==> src/rtl/tokens_pkg.sv <==
// Shared constants and types for the token path (doubler and halver sides).
package tokens_pkg;

    // Default depth of the pending output-token buffer.
    localparam int TOK_MAX_PEND = 200;

    // Default number of idle cycles before a partial group is dropped.
    localparam int TOK_TIMEOUT  = 16;

    // Group collector state: IDLE means no tokens of the current group seen yet.
    typedef enum logic {
        IDLE    = 1'b0,
        PARTIAL = 1'b1
    } tok_phase_state_t;

endpackage

==> src/rtl/token_group_counter.sv <==
// Counts input tokens modulo RATIO and flags each completed group.
// A group left incomplete for TIMEOUT idle cycles is discarded. stale is
// high in the cycle where the idle timer sits at TIMEOUT. The clear happens
// on the following edge, and a token arriving on that edge is dropped together
// with the partial group.
module token_group_counter
    import tokens_pkg::*;
#(
    parameter int RATIO   = 2,
    parameter int TIMEOUT = TOK_TIMEOUT
) (
    input  logic clk,
    input  logic rst,
    input  logic a,
    output logic group_done,
    output logic stale
);

    localparam int PH_W = $clog2(RATIO);
    localparam int TM_W = $clog2(TIMEOUT + 1);

    localparam logic [PH_W-1:0] PH_ZERO = {PH_W{1'b0}};
    localparam logic [PH_W-1:0] PH_ONE  = PH_W'(1);
    localparam logic [PH_W-1:0] PH_LAST = PH_W'(RATIO - 1);
    localparam logic [TM_W-1:0] TM_ZERO = {TM_W{1'b0}};
    localparam logic [TM_W-1:0] TM_ONE  = TM_W'(1);
    localparam logic [TM_W-1:0] TM_MAX  = TM_W'(TIMEOUT);

    tok_phase_state_t  state_r, state_nx_s;
    logic [PH_W-1:0]   phase_r, phase_nx_s;
    logic [TM_W-1:0]   timer_r, timer_nx_s;
    logic              stale_r, stale_nx_s;
    logic              group_done_s;

    // Next-state, phase, timer and completion decode.
    always_comb begin
        state_nx_s   = state_r;
        phase_nx_s   = phase_r;
        timer_nx_s   = timer_r;
        group_done_s = 1'b0;
        case (state_r)
            IDLE: begin
                timer_nx_s = TM_ZERO;
                if (a) begin
                    // RATIO >= 2, so the first token of a group never completes it.
                    phase_nx_s = PH_ONE;
                    state_nx_s = PARTIAL;
                end else begin
                    phase_nx_s = PH_ZERO;
                end
            end
            PARTIAL: begin
                if (stale_r) begin
                    // Timeout wins over any token on this edge.
                    phase_nx_s = PH_ZERO;
                    timer_nx_s = TM_ZERO;
                    state_nx_s = IDLE;
                end else if (a) begin
                    timer_nx_s = TM_ZERO;
                    if (phase_r == PH_LAST) begin
                        group_done_s = 1'b1;
                        phase_nx_s   = PH_ZERO;
                        state_nx_s   = IDLE;
                    end else begin
                        phase_nx_s = phase_r + PH_ONE;
                    end
                end else begin
                    // Cannot wrap: the cycle after reaching TM_MAX always clears.
                    timer_nx_s = timer_r + TM_ONE;
                end
            end
            default: begin
                state_nx_s = IDLE;
                phase_nx_s = PH_ZERO;
                timer_nx_s = TM_ZERO;
            end
        endcase
        stale_nx_s = (state_nx_s == PARTIAL) && (timer_nx_s == TM_MAX);
    end

    // State, phase, timer and stale flag registers with synchronous reset.
    always_ff @(posedge clk) begin
        if (!rst) begin
            state_r <= IDLE;
            phase_r <= PH_ZERO;
            timer_r <= TM_ZERO;
            stale_r <= 1'b0;
        end else begin
            state_r <= state_nx_s;
            phase_r <= phase_nx_s;
            timer_r <= timer_nx_s;
            stale_r <= stale_nx_s;
        end
    end

    assign group_done = group_done_s;
    assign stale      = stale_r;

endmodule

==> src/rtl/halve_tokens.sv <==
// Token-stream rate divider: one output token per RATIO input tokens, held
// in a saturating credit counter and drained through a valid/ready handshake.
module halve_tokens
    import tokens_pkg::*;
#(
    parameter int RATIO    = 2,
    parameter int MAX_PEND = TOK_MAX_PEND,
    parameter int TIMEOUT  = TOK_TIMEOUT,
    parameter int CNT_W    = 8
) (
    input  logic             clk,
    input  logic             rst,
    input  logic             a,
    output logic             b_valid,
    input  logic             b_ready,
    output logic [CNT_W-1:0] level,
    output logic             overflow,
    output logic             stale
);

    // Elaboration-time parameter legality checks.
    if ((RATIO < 2) || (RATIO > 16)) begin : g_chk_ratio
        $error("halve_tokens: RATIO must be in 2..16");
    end
    if (TIMEOUT < 1) begin : g_chk_timeout
        $error("halve_tokens: TIMEOUT must be at least 1");
    end
    if ((64'd1 << CNT_W) <= 64'(MAX_PEND)) begin : g_chk_cnt_w
        $error("halve_tokens: CNT_W too narrow for MAX_PEND");
    end

    localparam logic [CNT_W-1:0] CNT_ZERO = {CNT_W{1'b0}};
    localparam logic [CNT_W-1:0] CNT_ONE  = CNT_W'(1);
    localparam logic [CNT_W-1:0] CNT_MAX  = CNT_W'(MAX_PEND);

    logic             group_done_s;
    logic             pop_s;
    logic [CNT_W-1:0] pending_r, pending_nx_s;
    logic             overflow_r, overflow_nx_s;

    token_group_counter #(
        .RATIO   (RATIO),
        .TIMEOUT (TIMEOUT)
    ) u_group (
        .clk        (clk),
        .rst        (rst),
        .a          (a),
        .group_done (group_done_s),
        .stale      (stale)
    );

    assign pop_s = (pending_r != CNT_ZERO) && b_ready;

    // Credit counter update: push on completion, pop on handshake, saturate at full.
    always_comb begin
        pending_nx_s  = pending_r;
        overflow_nx_s = overflow_r;
        case ({group_done_s, pop_s})
            2'b10: begin
                if (pending_r == CNT_MAX) begin
                    overflow_nx_s = 1'b1;
                end else begin
                    pending_nx_s = pending_r + CNT_ONE;
                end
            end
            2'b01: begin
                pending_nx_s = pending_r - CNT_ONE;
            end
            2'b11: begin
                // Push and pop cancel, including when the buffer is full.
                pending_nx_s = pending_r;
            end
            default: begin
                pending_nx_s = pending_r;
            end
        endcase
    end

    // Pending count and sticky overflow registers with synchronous reset.
    always_ff @(posedge clk) begin
        if (!rst) begin
            pending_r  <= CNT_ZERO;
            overflow_r <= 1'b0;
        end else begin
            pending_r  <= pending_nx_s;
            overflow_r <= overflow_nx_s;
        end
    end

    assign b_valid  = (pending_r != CNT_ZERO);
    assign level    = pending_r;
    assign overflow = overflow_r;

endmodule

==> config.mk <==
export PLATFORM = sky130hd
export DESIGN_NAME = halve_tokens
export DESIGN_NICKNAME = d
export VERILOG_FILES = /design/src/rtl/tokens_pkg.sv /design/src/rtl/token_group_counter.sv /design/src/rtl/halve_tokens.sv
export SDC_FILE = /design/constraint.sdc
export NUM_CORES = 1
export LEC_CHECK = 0
export CAP_MARGIN = 25
export CORE_MARGIN = 4
export CORE_UTILIZATION = 40
export CTS_CLUSTER_DIAMETER = 150
export DETAILED_ROUTE_END_ITERATION = 12
export PLACE_DENSITY = 0.71
export SYNTH_ARGS = -nofsm -noshare
export SYNTH_HDL_FRONTEND = slang
export SYNTH_HIERARCHICAL = 1
export SYNTH_SLANG_ARGS = --single-unit
==> constraint.sdc <==
create_clock -name clk -period 3.9 [get_ports clk]
set_input_delay 0.78 -clock clk [delete_from_list [all_inputs] [get_ports clk]]
set_output_delay 0.78 -clock clk [all_outputs]
set_load 0.01 [all_outputs]
# ---- Yosys cells after proc, flatten, opt, wreduce, memory -nomap -nowiden
# Cells that the tools add are included.
# W data, S select, Z words.
dict set report totals {
  register_bits 17
  output_inout_bits 11
  input_bits 4
}
dict set report op_classes {
  n_addsub 4
  n_mux 18
  n_reduce_logical 6
  n_eq_ne 6
  bitwise_logic 1
}
# operator count
set ops {}
lappend ops {{$pmux W8 S2} 1}
lappend ops {{$mux W1} 11}
lappend ops {{$mux W5} 2}
lappend ops {{$pmux W5 S2} 1}
lappend ops {{$add A8 B1 Y8 const B} 1}
lappend ops {{$eq A8 B8 Y1 const B} 1}
lappend ops {{$mux W8} 1}
lappend ops {{$reduce_bool A8 Y1} 1}
lappend ops {{$sub A8 B1 Y8 const B} 1}
lappend ops {{$add A5 B1 Y5 const B} 1}
lappend ops {{$eq A5 B5 Y1 const B} 1}
lappend ops {{$pmux W1 S2} 2}
lappend ops {{$reduce_and A2 Y1} 2}
lappend ops {{$ne A3 B3 Y1 const B} 1}
lappend ops {{$eq A2 B1 Y1 const B} 1}
lappend ops {{$eq A2 B2 Y1 const B} 1}
lappend ops {{$logic_and A1 B1 Y1} 2}
lappend ops {{$ne A2 B2 Y1 const B} 1}
lappend ops {{$reduce_bool A2 Y1} 1}
lappend ops {{$add A1 B1 Y1 const B} 1}
lappend ops {{$not A1 Y1} 1}

# ---- Longest topological paths before layout
# Gate-level depths: netlist of the first run.
dict set report depth {
  word_depth 7
  depth_mapped 12
  ltp_nobuf 11
}

# ---- By module
# Netlist of the first run, hierarchy kept.
# module cells_each seq_area_each_um2 area_per_inst_um2 instances
set by_module_without_submodules {}
lappend by_module_without_submodules {halve_tokens 89 180.2 709.4 1}
lappend by_module_without_submodules {token_group_counter 37 160.2 350.3 1}

# ---- Worst setup path before layout of the first run
# No wires, ideal clock.
dict set report synth_path {
  path_type {input -> register}
  from {input port a}
  to {register pending_r[6] (netlist: level[6])}
  t_required_ns 3.777
  setup_ns 0.123
  arrival_time_ns 2.837
  cell_stages 11
  n_path_buf 1
  slack_ns 0.940
  path_cell_list {and3_2 inv_1 nand3_1 inv_1 clkbuf_1 ha_1 nor2b_1 o31a_1 o22ai_1 xor2_1 o21ai_0}
}
dict set report synth_via {
  elab_chain_len 6
}
# element line_no
set synth_rtl {}
lappend synth_rtl {{from (decl)} halve_tokens.sv:13} ;# input logic a,
lappend synth_rtl {{$mux W1 (*)} token_group_counter.sv:58} ;# end else if (a) begin
lappend synth_rtl {{$mux W1 (*)} token_group_counter.sv:53} ;# if (stale_r) begin
lappend synth_rtl {{$mux W1 (*)} token_group_counter.sv:41} ;# case (state_r)
lappend synth_rtl {{$eq A2 B2 Y1 or $eq A2 B1 Y1 (tied branches)} halve_tokens.sv:58} ;# case ({group_done_s, pop_s})
lappend synth_rtl {{$ne A2 B2 Y1 (no source line) or $reduce_bool A2 Y1 (tied branches)} n/a}
lappend synth_rtl {{$reduce_and A2 Y1 (no source line)} n/a}
lappend synth_rtl {{to (signal assigned)} halve_tokens.sv:85} ;# pending_r <= pending_nx_s;
lappend synth_rtl {{to (decl)} halve_tokens.sv:38} ;# logic [CNT_W-1:0] pending_r, pending_nx_s;
# Every way passes the cells marked *; elsewhere a longest branch is shown, timed or not.
# A chain may end at the register's enable or synchronous reset.

# ---- Worst setup path in the final report of the first run
dict set report layout_path {
  from {input port a}
  to {register pending_r[7] (netlist: level[7])}
}
dict set report layout_via {
  elab_chain_len 6
}
# element line_no
set layout_rtl {}
lappend layout_rtl {{$mux W1 (*)} token_group_counter.sv:58}
lappend layout_rtl {{$mux W1 (*)} token_group_counter.sv:53}
lappend layout_rtl {{$mux W1 (*)} token_group_counter.sv:41}
lappend layout_rtl {{via group_done_s} halve_tokens.sv:36} ;# logic group_done_s;
lappend layout_rtl {{$eq A2 B2 Y1 or $eq A2 B1 Y1 (tied branches)} halve_tokens.sv:58}
lappend layout_rtl {{$ne A2 B2 Y1 (no source line) or $reduce_bool A2 Y1 (tied branches)} n/a}
lappend layout_rtl {{$reduce_and A2 Y1 (no source line)} n/a}
# The timed path passes the listed nets; every way through them passes the cells marked *.

==> results.ini, run 1 <==
[timing]
setup_viol = 0
slew_headroom_pct = 50.0
rsz0062_at_grt = false
finalMaxSlewViolations = 0
worst_pin_slew_ns = 0.751
final.period_utilization_pct = 79.0
finClkSkew_ns = 0.00384
tns_ns = 0
max_freq_mhz = 325
min_period_ns = 3.08
fin_ws_ns = 0.820
final_hold_viol_count = 0

[logic_synthesis]
synthArstFlopShare_pct = 0
ys_seq_area_share_pct = 32.1
synth_seq_cells = 17
synth_common_cells = dfxtp_1, a21oi_1, nor2_1
synth_most_common_cell = dfxtp_1
synth_fp_nets = 138
synth_ff_type = dfxtp_1
synth.avg_cell_area_sq_um = 8.41
yosysTopAreaCellShare_pct = 32.1
yosysUniqueCellTypes = 39
synth.largest_area_cell = dfxtp_1
synth_edf_count = 0
ys.warnings.count = 6
syn_inst = 126
syn_area_sq_mm = 0.00106
yosys-top-cells-area = dfxtp_1, ha_1, a21oi_1

[detailed_routing]
wl_um = 2330
vias = 979
viasPerCell = 5.66
drtIter0Drc = 14
wire_per_inst_um = 13.5
ant_nets = 0
drc_errors = 0
drt_pass1_iterations = 5

[cts]
holdBufCountCts = 0
post-cts-setup-buffers = 0
ctsResizeCount = 0
clk_latency_ns = 0.30
clock-sinks = 17
cts_buffers = 3
cts_max_path_buffers = 2
cts_tree = yes
ctsHtreeMaxLevel = 1
root_buffer = clkbuf_4
clk_pin_slew_ns = 0.10

[global_route]
grt_pass1_wl_um = 4040
grt_pass1_vias = 948
grt_usage_pct = 14.9
grt_start_max_net_pins = 17
overflow = 0
antenna_found_initial = 0

[outcome]
status = complete, no violations

[layout]
layout-drive-gt1-share_pct = 6.99
final_nets = 156
synthToLayoutAreaGrowth_pct = 19.6
multi_input_area_sq_um = 686
n_antenna_cell = 0
ff_latch_area_sq_um = 340
nFillCells = 234
post-route-util_pct = 50.7

[power_and_ir_drop]
p_leak_nw = 0.501
vdd_drop_max_mv = 0.352
power.density_mw_per_mm2 = 759

[critical_path]
worstPathArrival_ns = 3.26
end_kind = flop
cp_data_required_time_ns = 4.08
crit_fanout = 16
setup.worst_path.start_class = input port
crit_type = in -> reg

[worst_hold_path]
hold_class = reg -> reg

[placed_design]
port_buffers = 14
place_ws_ns = 0.509
dp_hpwl_um = 1830
gp_congestion = 0.794

[floorplan]
die_w_um = 59.5
io-pin-count = 15
fp-row-count = 18
start_util_pct = 42.4
die_area_sq_mm = 0.00354
core_area_sq_mm = 0.00250
die_h_um = 59.5

[run]
maxCapViolCount = 0

==> power breakdown <==
group | internal [mW] | switching, mW | total [mW]
Clock | 0.0391 | 0.0594 | 0.0985
Combinational | 0.277 | 0.296 | 0.573
Sequential | 0.214 | 0.0769 | 0.291
Total | 0.530 | 0.432 | 0.962
==> critical path: stages <==
cell and delay, ns:
clkdlybuf4s50_1 0.48, and3_2 0.23, inv_1 0.11, nand3_1 0.10, inv_1 0.33, ha_1 0.36
a21oi_1 0.18, nand2_1 0.12, a21oi_1 0.28, mux2i_1 0.11, nand4b_1 0.18
==> registers in the layout, summed over array words and instances (netlist names) <==
register,flops
level,8
u_group/state_r,1
u_group/stale,1
u_group/timer_r,5
u_group/phase_r,1
overflow,1
==> placed cells by master (no fill, tap or decap), types with 2 or more instances in the layout <==
master           count
o21ai_1              2
clkdlybuf4s50_1     14
clkbuf_4             3
nand2_1              6
dfxtp_1             17
nor2_1              11
mux2i_1              2
nand3_1             10
nand4_1              7
xnor2_1              2
inv_1                7
nor2b_1              5
ha_1                 7
nor3_1               2
xor2_1               5
o21ai_0              8
a21oi_1             11
==> metal layers <==
layer / wire (um) / global-route usage (%)
met5: 0 / 0
met4: 15 / 4.53
met3: 98 / 4.14
met2: 1140 / 25.0
met1: 1070 / 18.5
==> final cells by class <==
type	count	share of cell area (%)
Clock buffer	3	1.78
Clock inverter	1	0.592
Inverter	7	2.07
Multi-Input combinational cell	100	54.1
Sequential cell	17	26.9
Tap cell	30	2.96
Timing Repair Buffer	15	11.6
==> metrics by stage <==
step	hold slack, ns	area, sq um	total power [mW]	instances
2_1_floorplan	0.445	1060	0.672	126
3_3_place_gp	0.469	1240	0.852	169
3_5_place_dp	0.477	1240	0.874	169
4_1_cts	0.502	1270	0.971	173
5_1_grt	0.523	1270	1.05	173
6_report	0.495	1270	0.962	173
==> cell families (layout without fill, tap and decap cells) <==
family | after synthesis | count (layout) | share of synthesized area [%]
XOR/XNOR | 7 | 7 | 5.79
flip-flops | 17 | 17 | 32.1
buffers and inverters | 9 | 26 | 3.19
AND/OR/NAND/NOR | 54 | 54 | 30.6
AO/OA/AOI/OAI | 29 | 29 | 16.3
multiplexers | 2 | 2 | 1.89
adder cells (fa/ha/maj) | 8 | 8 | 10.2
==> worst paths after layout <==
check	start	to	slack, ns	depth (start not counted)
worst max-delay path	a	level[7]	0.82	11
worst min register to register	overflow	overflow	0.49	2
worst min-delay path	overflow	overflow	0.49	2
worst max register to register	level[3]	level[7]	1.27	10
No activity file was read; power rests on OpenSTA's default activity.
==> run 2, diff against run 1 <==
PLACE_DENSITY = 0.73   (was 0.71)
clock period = 2.49 ns   (was 3.9 ns; I/O delays follow)
==> run 2 against run 1 <==
Clock power is 61% higher. Sequential cell count stayed put. Combinational power rose to 2.7 times the previous value. Die area did not move. Clock skew increased by 0.0017 ns. Non-clock buffer count grew 22. First-iteration DRC count increased to 3.1 times the previous value. Critical path depth unchanged. Sequential share of layout area shrank 5.3 points. Critical path type is now reg -> reg.
==> results.ini, run 2 (synthesis results as in run 1) <==
[power_and_ir_drop]
power.density_mw_per_mm2 = 1350  ; was 759 mW/mm^2
fin_total_pwr_mw = 2.15  ; was 0.962 mW
p_leak_nw = 0.625  ; was 0.501 nW
vdd_drop_max_mv = 0.867  ; was 0.352 mV

[timing]
finalMaxSlewViolations = 0  ; unchanged
final.period_utilization_pct = 96.9
fin_ws_ns = 0.0764  ; was 0.820 ns
slew_headroom_pct = 67.9  ; was 50.0%
setup_viol = 0  ; unchanged
worst_pin_slew_ns = 0.480  ; was 0.751 ns
min_period_ns = 2.41
finClkSkew_ns = 0.00558  ; was 0.00384 ns
final_hold_viol_count = 0  ; unchanged
max_freq_mhz = 414

[layout]
post-route-util_pct = 63.8  ; was 50.7%
synthToLayoutAreaGrowth_pct = 50.5  ; was 19.6%
fin_area_sq_mm = 0.00160  ; was 0.00127 sq mm
layout-drive-gt1-share_pct = 32.1  ; was 6.99%
final_nets = 178  ; was 156
largest_reg_flops = 8  ; unchanged
n_antenna_cell = 0  ; unchanged
final_cell_mix = buf_4, dfxtp_1, clkdlybuf4s50_1, nor2_1, a21oi_1  ; was dfxtp_1, clkdlybuf4s50_1, nor2_1, a21oi_1, nand3_1
final_common_cell = buf_4  ; was dfxtp_1
nFillCells = 195  ; was 234

[placed_design]
port_buffers = 14  ; unchanged
place_area_sq_mm = 0.00140  ; was 0.00124 sq mm
gp_congestion = 0.786  ; was 0.794
place_ws_ns = -0.293  ; was 0.509 ns
dp_hpwl_um = 2010  ; was 1830 um

[detailed_routing]
vias = 1085  ; was 979
ant_nets = 0  ; unchanged
wl_um = 2810  ; was 2330 um
viasPerCell = 5.56  ; was 5.66
drtIter0Drc = 44  ; was 14
drc_errors = 0  ; unchanged
drt_pass1_iterations = 4  ; was 5
wire_per_inst_um = 14.4  ; was 13.5 um

[critical_path]
startpoint = level[0]  ; was a
worstPathArrival_ns = 2.61  ; was 3.26 ns
rrSetupSlack_ns = 0.08  ; was 1.27 ns
reg2reg_depth = 11  ; was 10
cp_data_required_time_ns = 2.68  ; was 4.08 ns
crit_type = reg -> reg  ; was in -> reg
end_kind = flop  ; unchanged
crit_fanout = 6  ; was 16
reg2reg_from = level[0]  ; was level[3]
rr_endpoint = level[6]  ; was level[7]
setup.worst_path.start_class = flop  ; was input port

[cts]
root_buffer = clkbuf_4  ; unchanged
holdBufCountCts = 0  ; unchanged
cts_tree = yes  ; unchanged
ctsHtreeMaxLevel = 1  ; unchanged
clock-sinks = 17  ; unchanged
cts_max_path_buffers = 2  ; unchanged
clk_latency_ns = 0.30  ; about the same
cts_buffers = 3  ; unchanged
clk_pin_slew_ns = 0.11  ; was 0.10 ns

[floorplan]
io-pin-count = 15  ; unchanged
fp-row-count = 18  ; unchanged
die_h_um = 59.5  ; unchanged
die_w_um = 59.5  ; unchanged
die_area_sq_mm = 0.00354  ; unchanged
core_area_sq_mm = 0.00250  ; unchanged
start_util_pct = 42.4  ; unchanged

[worst_hold_path]
min_from = overflow  ; unchanged
hold_path_end = overflow  ; unchanged
hold_class = reg -> reg  ; unchanged
hold_depth = 2  ; unchanged

[run]
maxCapViolCount = 0  ; unchanged

[global_route]
overflow = 0  ; unchanged
grt_usage_pct = 16.0  ; was 14.9%
grt_pass1_vias = 1047  ; was 948
antenna_found_initial = 0  ; unchanged
grt_start_max_net_pins = 15  ; was 17
grt_pass1_wl_um = 4370  ; was 4040 um

[outcome]
status = complete, no violations  ; unchanged

## run 2: cell types whose count changed in the layout (fill, tap and decap cells not counted), moves of 2 or more
| cell | delta |
|---|---|
| dfxtp_1 | -3 |
| buf_4 | +21 |
| ha_1 | -6 |
| inv_1 | -2 |
| ha_4 | +6 |
| a21oi_1 | -2 |
| nand2_1 | -2 |
| nand3_2 | +2 |
| dfxtp_2 | +3 |
| nand3_1 | -3 |
## run 2: how the worst max path moves through the flow
stage / endpoint / slack [ns] / depth (start not counted)
after global placement: level[7] / -0.26 / 11
after floorplan: level[7] / 0.008 / 11
after CTS: level[7] / 0.003 / 11
after detailed placement: level[7] / -0.29 / 11
final: level[6] / 0.08 / 11
after global routing: level[6] / -0.07 / 11
## run 2: metal layers
metal,routed length [um],part of all wire [%],track usage [%]
met3,92,3.3,3.27
met1,1220,44,17.4
met5,0,0,0
met4,26,0.93,4.21
met2,1460,52,30.7
## run 2: where the power goes
part           switching (mW)  total [mW]  internal, mW  leakage, nW
logic                   0.719        1.55         0.836        0.471
registers              0.0966       0.436         0.339        0.140
clock network          0.0977       0.159        0.0611       0.0139
total                   0.914        2.15          1.24        0.625
## run 2: through the flow
step / hold WS, ns / setup TNS (ns) / cells
2_1_floorplan: 0.445 / 0 / 126
3_3_place_gp: 0.470 / -0.778 / 185
3_5_place_dp: 0.485 / -1.11 / 185
4_1_cts: 0.513 / 0 / 189
5_1_grt: 0.536 / -0.122 / 195
6_report: 0.510 / 0 / 195
## run 2: layout make-up
class / instances / area, sq um / share of cell area, %
Sequential cell: 17 / 344 / 21.6
Clock buffer: 3 / 22.5 / 1.41
Timing Repair Buffer: 37 / 328 / 20.5
Clock inverter: 1 / 7.51 / 0.471
Tap cell: 30 / 37.5 / 2.35
Inverter: 7 / 30.0 / 1.88
Multi-Input combinational cell: 100 / 826 / 51.8
## run 2: worst max-delay path: stages (launching register included)
cell and delay, ns:
dfxtp_1 0.40, nor3_4 0.26, nand3_2 0.15, nand3_4 0.10, clkinvlp_4 0.11, buf_12 0.16, ha_4 0.25, nor2b_1 0.15
o31a_1 0.26, o22ai_1 0.20, xor2_1 0.17, o21ai_0 0.10
## run 2: repair_timing
action,4_1_cts,5_1_grt
gates resized for setup,0,23
setup buffers,0,6
setup endpoints to repair,0,4
==> run 3, diff against run 2 <==
SYNTH_HIERARCHICAL = default   (was 1)
==> run 3 against run 2 <==
Maximum frequency down 11%. Final cell count up 3.1%. Core utilization up 1.7 points. Largest cell class unchanged. Sequential power down 16%. Via count up 10%. Global-route usage up 2.5 points. Critical path type unchanged. Die area down 1.1%. The flow now finishes with violations (negative setup slack). Design area up 1.7%. Non-clock buffer count up 5. Critical path depth down 2. Clock skew down 0.00064 ns. Largest power group unchanged.
==> results.ini, run 3 <==
[logic_synthesis]
synth.largest_area_cell = dfxtp_1  ; unchanged
synth_common_cells = dfxtp_1, a21oi_1, o21ai_0  ; was dfxtp_1, a21oi_1, nor2_1
ys_seq_area_share_pct = 32.5  ; was 32.1%
synthArstFlopShare_pct = 0  ; unchanged
ys.warnings.count = 0  ; was 6
syn_area_sq_mm = 0.00105  ; was 0.00106 sq mm
yosysTopAreaCellShare_pct = 32.5  ; was 32.1%
synth_ff_type = dfxtp_1  ; unchanged
synth_most_common_cell = dfxtp_1  ; unchanged
synth_seq_cells = 17  ; unchanged
yosysUniqueCellTypes = 41  ; was 39
synth.avg_cell_area_sq_um = 8.37  ; was 8.41 sq um
synth_fp_nets = 137  ; was 138
yosys-top-cells-area = dfxtp_1, ha_1, a21oi_1  ; unchanged
synth_edf_count = 0  ; unchanged
syn_inst = 125  ; was 126

[power_and_ir_drop]
power.density_mw_per_mm2 = 1400  ; was 1350 mW/mm^2
vdd_drop_max_mv = 0.953  ; was 0.867 mV
p_leak_nw = 0.632  ; was 0.625 nW

[layout]
ff_latch_area_sq_um = 343  ; was 344 sq um
final_nets = 184  ; was 178
final_cell_mix = buf_4, dfxtp_1, clkdlybuf4s50_1, nor2_1, a21oi_1  ; unchanged
layout-drive-gt1-share_pct = 32.2  ; was 32.1%
multi_input_area_sq_um = 833  ; was 826 sq um
nFillCells = 204  ; was 195
final_common_cell = buf_4  ; unchanged
synthToLayoutAreaGrowth_pct = 55.1  ; was 50.5%
largest_reg_flops = 8  ; unchanged
n_antenna_cell = 0  ; unchanged

[placed_design]
gp_congestion = 0.864  ; was 0.786
port_buffers = 14  ; unchanged
dp_hpwl_um = 2370  ; was 2010 um
place_ws_ns = -0.389  ; was -0.293 ns

[timing]
fin_ws_ns = -0.235  ; was 0.0764 ns
slew_headroom_pct = 61.8  ; was 67.9%
final_hold_viol_count = 0  ; unchanged
setup_viol = 3  ; was 0
rsz0062_at_grt = true
finClkSkew_ns = 0.00495  ; was 0.00558 ns
finalMaxSlewViolations = 0  ; unchanged
worst_pin_slew_ns = 0.569  ; was 0.480 ns
max_freq_mhz = 367  ; was 414 MHz
final.period_utilization_pct = 109  ; was 96.9%
min_period_ns = 2.72  ; was 2.41 ns
tns_ns = -0.353  ; was 0 ns

[critical_path]
crit_type = reg -> reg  ; unchanged
setup.worst_path.start_class = flop  ; unchanged
worstPathArrival_ns = 2.94  ; was 2.61 ns
cp_data_required_time_ns = 2.70  ; was 2.68 ns
crit_fanout = 7  ; was 6
rrSetupSlack_ns = -0.23  ; was 0.08 ns
end_kind = flop  ; unchanged

[detailed_routing]
drtIter0Drc = 49  ; was 44
ant_nets = 0  ; unchanged
wl_um = 3160  ; was 2810 um
viasPerCell = 5.95  ; was 5.56
drt_pass1_iterations = 4  ; unchanged
drc_errors = 0  ; unchanged
wire_per_inst_um = 15.7  ; was 14.4 um
vias = 1195  ; was 1085

[floorplan]
die_area_sq_mm = 0.00350  ; was 0.00354 sq mm
die_w_um = 59.1  ; was 59.5 um
start_util_pct = 42.2  ; was 42.4%
fp-row-count = 18  ; unchanged
io-pin-count = 15  ; unchanged
die_h_um = 59.1  ; was 59.5 um
core_area_sq_mm = 0.00248  ; was 0.00250 sq mm

[global_route]
top_usage_layer = met2  ; unchanged
grt_pass1_wl_um = 4980  ; was 4370 um
met2_usage_pct = 32.6  ; was 30.7%
antenna_found_initial = 0  ; unchanged
grt_pass1_vias = 1178  ; was 1047
grt_usage_pct = 18.6  ; was 16.0%
grt_start_max_net_pins = 11  ; was 15
use_met1_pct = 20.9  ; was 17.4%
overflow = 0  ; unchanged
grt_util_met3_pct = 4.58  ; was 3.27%

[cts]
clk_latency_ns = 0.29  ; was 0.30 ns
ctsHtreeMaxLevel = 1  ; unchanged
root_buffer = clkbuf_4  ; unchanged
clk_pin_slew_ns = 0.10  ; was 0.11 ns
holdBufCountCts = 0  ; unchanged
cts_max_path_buffers = 2  ; unchanged
cts_tree = yes  ; unchanged
cts_buffers = 3  ; unchanged
clock-sinks = 17  ; unchanged

[run]
maxCapViolCount = 0  ; unchanged

[outcome]
violations = negative setup slack
status = complete, but fails checks  ; was complete, no violations

[worst_hold_path]
hold_class = reg -> reg  ; unchanged

## run 3: report_power, final
group / internal, mW / switching [mW] / total (mW)
Clock: 0.0623 / 0.0837 / 0.146
Combinational: 0.867 / 0.884 / 1.75
Sequential: 0.332 / 0.0356 / 0.368
Total: 1.26 / 1.00 / 2.26
## run 3: stage by stage
step | std cells | instance area, sq um | utilization (%) | hold WS [ns] | power, mW
3_3_place_gp | 195 | 1500 | 60.6 | 0.434 | 1.86
3_5_place_dp | 195 | 1500 | 60.6 | 0.453 | 1.92
5_1_grt | 201 | 1620 | 65.5 | 0.493 | 2.42
6_report | 201 | 1620 | 65.5 | 0.463 | 2.26
2_1_floorplan | 125 | 1130 | - | 0.426 | 1.24
4_1_cts | 201 | 1600 | 64.6 | 0.467 | 2.19
## run 3: what timing repair did
| item | CTS | global route |
|---|---|---|
| buffers inserted | 2 | 0 |
| endpoints found under the setup margin | 4 | 6 |
| cloned | 0 | 0 |
| endpoints found under the hold margin | 0 | 0 |
| pin swaps | 12 | 3 |
| gates resized for setup | 14 | 5 |
## run 3: final cells by class
cell class	count	area share, %
clock buffer	4	1.62
inverter	7	1.77
multi-input combinational	101	51.3
sequential	17	21.1
tap	30	2.31
timing repair buffer	42	21.8
## run 3: path summary, 6_finish.rpt
check / endpoint / depth (start not counted) / from
setup / recovery: level[7] / 9 / level[4]
hold reg to reg: overflow / 2 / overflow
setup reg to reg: level[7] / 9 / level[4]
hold / removal: overflow / 2 / overflow
## run 3: layer usage
layer / up-vias / share of wire [%] / wire [um]
met5: - / 0 / 0
met2: 47 / 49 / 1560
met3: 16 / 5.7 / 180
met4: 0 / 3.5 / 110
li1: 562 / - / -
met1: 570 / 41 / 1310
## run 3: logic make-up after synthesis
| group | after synthesis | share of synthesized area, % |
|---|---|---|
| DFF | 17 | 32.5 |
| buffers and inverters | 7 | 2.51 |
| AOI/OAI and AO/OA | 43 | 26.6 |
| and+or+nand+nor | 42 | 21.3 |
| adders and majority gates | 8 | 10.3 |
| muxes | 1 | 0.957 |
| xor gates and xnor gates | 7 | 5.86 |
## run 3: worst max-delay path: stages, from the launching register on
cell and delay (ns):
dfxtp_2 0.33, or4_4 0.56, o311ai_4 0.29, inv_4 0.15
ha_4 0.27, a21oi_4 0.18, a211o_1 0.18, nand3_1 0.11
a2111o_1 0.43, a21oi_1 0.14
